`src/rtl/fetch_unit.sv`:
```
// fetch_unit: instruction fetch stage ahead of the decoder.
// Holds the PC, fetches one 16-bit word at a time over a req/rvalid handshake,
// presents it on Iout, waits for ex_done, then picks the next PC from the
// decoder's branch/halt outputs and the ALU flags.
//
// Ports:
//   clk, rst_n              clock, asynchronous active-low reset
//   start                   pulse that leaves IDLE and begins fetching
//   imem_req/imem_addr      fetch request and byte address (always equals pc)
//   imem_rdata/imem_rvalid  returned instruction word and its strobe
//   Iout/ir_valid           instruction register to the decoder and its valid
//   ex_done                 execute finished the instruction on Iout
//   BS/OFF/HALT             branch select, signed byte offset, halt (decoder)
//   Z/N                     ALU zero/negative flags
//   pc/halted/instret       current PC, halted status, retired count
module fetch_unit #(
    parameter logic [15:0] RESET_PC = 16'h0000
) (
    input  logic        clk,
    input  logic        rst_n,
    input  logic        start,
    output logic        imem_req,
    output logic [15:0] imem_addr,
    input  logic [15:0] imem_rdata,
    input  logic        imem_rvalid,
    output logic [15:0] Iout,
    output logic        ir_valid,
    input  logic        ex_done,
    input  logic [2:0]  BS,
    input  logic [7:0]  OFF,
    input  logic        HALT,
    input  logic        Z,
    input  logic        N,
    output logic [15:0] pc,
    output logic        halted,
    output logic [15:0] instret
);

    typedef enum logic [1:0] {
        IDLE,
        FETCH,
        ISSUE,
        HALTED
    } state_t;

    state_t      state;
    logic        taken;
    logic [15:0] seq_pc;
    logic [15:0] branch_pc;

    // BS=1xx never branches
    always_comb begin
        taken = 1'b0;
        case (BS)
            3'b000:  taken = Z;
            3'b001:  taken = ~Z;
            3'b010:  taken = N;
            3'b011:  taken = ~N;
            default: taken = 1'b0;
        endcase
    end

    assign seq_pc    = pc + 16'd2;
    assign branch_pc = seq_pc + {{8{OFF[7]}}, OFF};
    assign imem_addr = pc;

    always_ff @(posedge clk or negedge rst_n) begin
        if (!rst_n) begin
            state    <= IDLE;
            pc       <= RESET_PC;
            Iout     <= '0;
            ir_valid <= 1'b0;
            imem_req <= 1'b0;
            halted   <= 1'b0;
            instret  <= '0;
        end else begin
            case (state)
                IDLE: begin
                    imem_req <= 1'b0;
                    if (start) begin
                        state    <= FETCH;
                        imem_req <= 1'b1;
                    end
                end
                FETCH: begin
                    if (imem_rvalid) begin
                        Iout     <= imem_rdata;
                        ir_valid <= 1'b1;
                        imem_req <= 1'b0;
                        state    <= ISSUE;
                    end
                end
                ISSUE: begin
                    if (ex_done) begin
                        instret  <= instret + 16'd1;
                        ir_valid <= 1'b0;
                        // HALT wins over any taken branch and freezes pc
                        if (HALT) begin
                            halted <= 1'b1;
                            state  <= HALTED;
                        end else begin
                            pc       <= taken ? branch_pc : seq_pc;
                            imem_req <= 1'b1;
                            state    <= FETCH;
                        end
                    end
                end
                HALTED: begin
                    halted   <= 1'b1;
                    imem_req <= 1'b0;
                    ir_valid <= 1'b0;
                end
                default: state <= IDLE;
            endcase
        end
    end

endmodule

```
`config.mk`:
```
export PLATFORM = sky130hd
export DESIGN_NAME = fetch_unit
export DESIGN_NICKNAME = d
export VERILOG_FILES = /design/src/rtl/fetch_unit.sv
export SDC_FILE = /design/constraint.sdc
export NUM_CORES = 1
export LEC_CHECK = 0
export CORE_ASPECT_RATIO = 0.8
export CORE_MARGIN = 2
export CORE_UTILIZATION = 45
export CTS_BUF_LIST = sky130_fd_sc_hd__clkbuf_2
export DETAILED_ROUTE_END_ITERATION = 8
export GPL_ROUTABILITY_DRIVEN = 0
export PLACE_DENSITY = 0.86
export SLEW_MARGIN = 20
export SYNTH_ARGS = -nofsm -noshare
export SYNTH_HDL_FRONTEND = slang
export SYNTH_SLANG_ARGS = --single-unit
```
`constraint.sdc`:
```
create_clock -name clk -period 2.7 [get_ports clk]
set_input_delay 0.54 -clock clk [delete_from_list [all_inputs] [get_ports clk]]
set_output_delay 0.54 -clock clk [all_outputs]
set_load 0.02 [all_outputs]
```
# ---- Word-level counts from Yosys, hierarchy flattened
# Cells that the tools add are included.
dict set report totals {
  reg_bits 53
  in_bits 35
  output_inout_bits 67
  elab_cells 54
}
dict set report op_classes {
  add_sub_neg 3
  n_eq_ne 11
  muxes 18
  bitwise_logic 3
  reduce_logical 12
}
# op n
set op_table {}
lappend op_table {{adder 16 x 1 -> 16 bit, second input constant} 1}
lappend op_table {{adder 16 bit} 1}
lappend op_table {{adder 16 x 2 -> 16 bit, second input constant} 1}
lappend op_table {{2-to-1 mux 16 bit} 1}
lappend op_table {{AND reduction 3 bit} 4}
lappend op_table {{inequality test 2 bit, second input constant} 5}
lappend op_table {{2-to-1 mux 1 bit} 8}
lappend op_table {{2-to-1 mux 2 bit} 4}
lappend op_table {{case mux 1 bit (4 select lines)} 2}
lappend op_table {{equality test 3 x 2 -> 1 bit, second input constant} 2}
lappend op_table {{case mux 2 bit (3 select lines)} 1}
lappend op_table {{nonzero test 3 bit} 2}
lappend op_table {{equality test 2 bit, second input constant} 2}
lappend op_table {{AND reduction 2 bit} 2}
lappend op_table {{AND reduction 4 bit} 1}
lappend op_table {{equality test 3 x 1 -> 1 bit, second input constant} 1}
lappend op_table {{zero test 3 bit} 1}
lappend op_table {{NOT 1 bit} 3}
lappend op_table {{case mux 1 bit (3 select lines)} 1}
lappend op_table {{equality test 2 x 1 -> 1 bit, second input constant} 1}
lappend op_table {{zero test 2 bit} 1}
lappend op_table {{case mux 1 bit (2 select lines)} 1}
lappend op_table {{nonzero test 2 bit} 1}

# ---- Longest topological paths before layout
dict set report logic_depth {
  word_depth 3
  depth_mapped 12
  ltp_nobuf 11
}

# ---- Worst setup path before layout
# No wires, ideal clock.
dict set report synth_timing {
  path_kind {flip-flop to flip-flop}
  start {register pc[3], in the netlist imem_addr[3]}
  end {register pc[15], in the netlist imem_addr[15]}
  arrival_ns 2.953
  t_required_ns 2.613
  setup_slack_ns -0.340
  stages_incl_launch_ff 13
  cell_sequence {dfrtp_1 -> buf_2 -> and4_1 -> nand3_1 -> or3_1 -> xnor2_1 -> ha_1 -> a21oi_1 -> o21ai_0 -> a21oi_1 -> a211oi_1 -> or3_1 -> o211ai_1}
}
dict set report synth_between {
  elab_chain_cells 3
}
# item line_no
set synth_lines {}
lappend synth_lines {{start: declaration} 34} ;# output logic [15:0] pc,
lappend synth_lines {{start signal: assignment} 102} ;# pc <= taken ? branch_pc : seq_pc;
lappend synth_lines {{adder 16 x 2 -> 16 bit (*)} 63} ;# assign seq_pc = pc + 16'd2;
lappend synth_lines {{adder 16 bit} 64} ;# assign branch_pc = seq_pc + {{8{OFF[7]}}, OFF};
lappend synth_lines {{2-to-1 mux 16 bit (*)} 102}
# Every way passes the cells marked *; elsewhere a longest branch is shown, timed or not.
# A chain may end at the register's enable or synchronous reset.

# ---- Worst setup path in the final report
# Same ends and word-level chain as after synthesis.

==> metrics.md <==
| Metric | Value |
|---|---|
| P&R area growth vs syn | `51.0%` |
| Async set-reset flop share out of synthesis | `100%` |
| First-pass GRT wire length | `16500 µm` |
| FMAX | `368 MHz` |
| EDFF count, synth | `0` |
| Failing checks | `setup timing` |
| Largest net degree at the start of global routing | `28` |
| Vias/cell | `5.55` |
| Syn_nets | `441` |
| Residual DRC | `0` |
| Drt total wl | `10600 µm` |
| 1st-pass router iterations | `7` |
| Endpoints failing setup | `1` |
| Initial Util | `45.8%` |
| Top cells by count, synth | `dfrtp_1, nand2_1, a21oi_1` |
| Yosys top cell area share | `37.0%` |
| Fraction of synthesized area in multiplexers | `6.52%` |
| Core footprint | `7840 µm²` |
| FP Rows | `29` |
| Cell Area, Placed | `5020 µm²` |
| Critical path launch point type | `flip-flop` |
| Share of layout cells above drive strength 1 | `25.3%` |
| Post-synthesis xor/xnor area fraction | `8.79%` |
| Clock Skew | `0.0258 ns` |
| CP Max Fanout | `5` |
| Initial antenna violation count | `0` |
| Status | `complete, but fails checks` |
| Warnings, synthesis | `0` |
| Post-route insts no fill | `641` |
| Worst setup margin | `-0.0164 ns` |
| RSZ-0062 raised after global routing | `yes` |
| Main combinational cell family by area after synthesis | `simple AND/OR/NAND/NOR gates` |
| Inst Count DP | `621` |
| Die area | `8710 µm²` |
| VDD IR max | `0.739 mV` |
| Post-layout min period | `2.72 ns` |
| Post-Synth Adder-Cell Area | `9.27%` |
| Final instance area | `5420 µm²` |
| CP arrival | `3.13 ns` |
| #FFs+latches synth | `53` |
| # hold bufs at CTS | `0` |
| Io pins | `102` |
| Clock buffer depth | `2` |
| Largest cells by area after synthesis | `dfrtp_1, ha_1, xnor2_1` |
| Crit end category | `flip-flop` |
| Number of global-route vias before repair | `3446` |
| Nets | `593` |
| PwrDens | `1010 nW/µm²` |
| Slew Limit Fails | `0` |
| WL/cell | `16.5 µm` |
| Mapped Cells | `380` |
| Synth area leader | `dfrtp_1` |
| Total track usage | `23.2%` |
| Static Leak | `2.34 nW` |
| Least-Margin Pin Slew | `0.779 ns` |
| Final Hold Fails | `0` |
| Chip height | `83.9 µm` |
| MaxCap Viol Count | `0` |
| CTS Root Cell | `clkbuf_2` |
| Worst Hold Class | `input pin to asynchronous set/reset pin` |
| Slew Limit Headroom | `47.9%` |
| Port bufs | `101` |
| HPWL Detailed | `7720 µm` |
| Grt total ovfl | `0` |
| Synth Area per Inst | `9.44 µm²` |
| Share of the yosys chip area belonging to registers | `37.0%` |
| DR vias | `3557` |
| CTS HTree Levels | `2` |
| Dominant synthesized flop cell | `dfrtp_1` |
| CTS buffer count | `5` |
| Routed Antenna Nets | `0` |
| Synth Area in Simple Gates | `16.9%` |
| Clk sinks | `53` |
| WS Path Type | `flip-flop to flip-flop` |
| Worst-skew pair later-pin latency | `0.46 ns` |
| Synth Area in Compound Gates | `15.9%` |
| Fin crit share | `101%` |
| Worst-path clk slew | `0.30 ns` |
| Die width | `104 µm` |
| Synthesized area | `3590 µm²` |
| WP data required | `3.12 ns` |
| N_diodes | `0` |
| Initial DRC Count | `276` |
| CTS tree | `done` |
| Netlist cell types | `52` |
| Top-count cell post-synth | `dfrtp_1` |
## placed cells by master (no fill, tap or decap), types with 10 or more instances in the layout
master	netlist	final
clkdlybuf4s50_1	0	100
dfrtp_1	53	48
buf_4	16	65
nand3_1	25	23
xor2_1	11	10
xnor2_1	25	20
a21oi_1	27	22
nand2_1	31	30
nor2_1	24	21
mux2_2	10	10
ha_1	25	20
## worst max-delay path, stage by stage, from the launching register on
cell      delay (ns)
dfrtp_2         0.43
and4_4          0.26
nand3_4         0.10
or3_4           0.38
xnor2_2         0.19
ha_4            0.24
a21oi_1         0.19
o21ai_1         0.13
a21oi_2         0.25
buf_4           0.17
a21o_1          0.11
nand4_1         0.09
o211ai_1        0.17
## through the flow
stage | hold slack, ns | setup TNS, ns | util (%) | power, mW | worst slack, ns
after floorplan | 0.244 | -0.126 | - | 3.31 | -0.126
after global placement | 0.462 | -0.923 | 64.1 | 4.64 | -0.226
after detailed placement | 0.462 | -1.62 | 64.1 | 4.79 | -0.303
after CTS | 0.0361 | -0.0379 | 66.1 | 5.25 | -0.0379
after global routing | 0.0106 | -0.271 | 69.1 | 5.84 | -0.176
final | 0.0330 | -0.0164 | 69.1 | 5.50 | -0.0164
## worst paths after layout
kind                         startpoint            end  slack, ns  cells after the start
max reg2reg                imem_addr[3]  imem_addr[15]      -0.02                     12
min                               rst_n    instret[14]       0.03                      1
min in group clk            instret[15]    instret[15]       0.52                      1
max                        imem_addr[3]  imem_addr[15]      -0.02                     12
max in group asynchronous         rst_n        Iout[5]       2.00                      2
min reg2reg                 instret[15]    instret[15]       0.52                      1
## sequential cells by signal (all words and copies together), names as in the netlist
signal	count
Iout	16
imem_addr	16
instret	16
state	2
halted	1
imem_req	1
ir_valid	1
## per-layer routing
metal	wire length, µm	vias up	GRT usage [%]
met5	0	-	0
met4	285	0	7.37
met3	748	31	5.46
met2	5270	157	38.8
met1	4270	1701	30.0
li1	-	1668	-
## power by group
| part | internal [mW] | total (mW) | switching (mW) |
|---|---|---|---|
| clock | 0.0694 | 0.345 | 0.275 |
| sequential | 1.07 | 1.27 | 0.200 |
| combinational | 1.92 | 3.88 | 1.96 |
## cells by family after synthesis
family          after synthesis
flops                        53
fa+ha+maj                    26
mux                          21
simple gates                121
xor+xnor                     36
buf+inv                      36
compound gates               87
## cell type report
type | count | area [µm²]
Fill cell | 588 | 2420
Multi-Input combinational cell | 291 | 2300
Sequential cell | 53 | 1330
Clock buffer | 5 | 25.0
Inverter | 9 | 33.8
Timing Repair Buffer | 172 | 1570
Tap cell | 108 | 135
Clock inverter | 3 | 25.0
## repair_timing
item / CTS / global route
resized for setup: 10 / 40
setup endpoints to repair: 4 / 6
setup buffers: 9 / 4
pin swaps: 10 / 17
(Power assumes the default switching activity.)
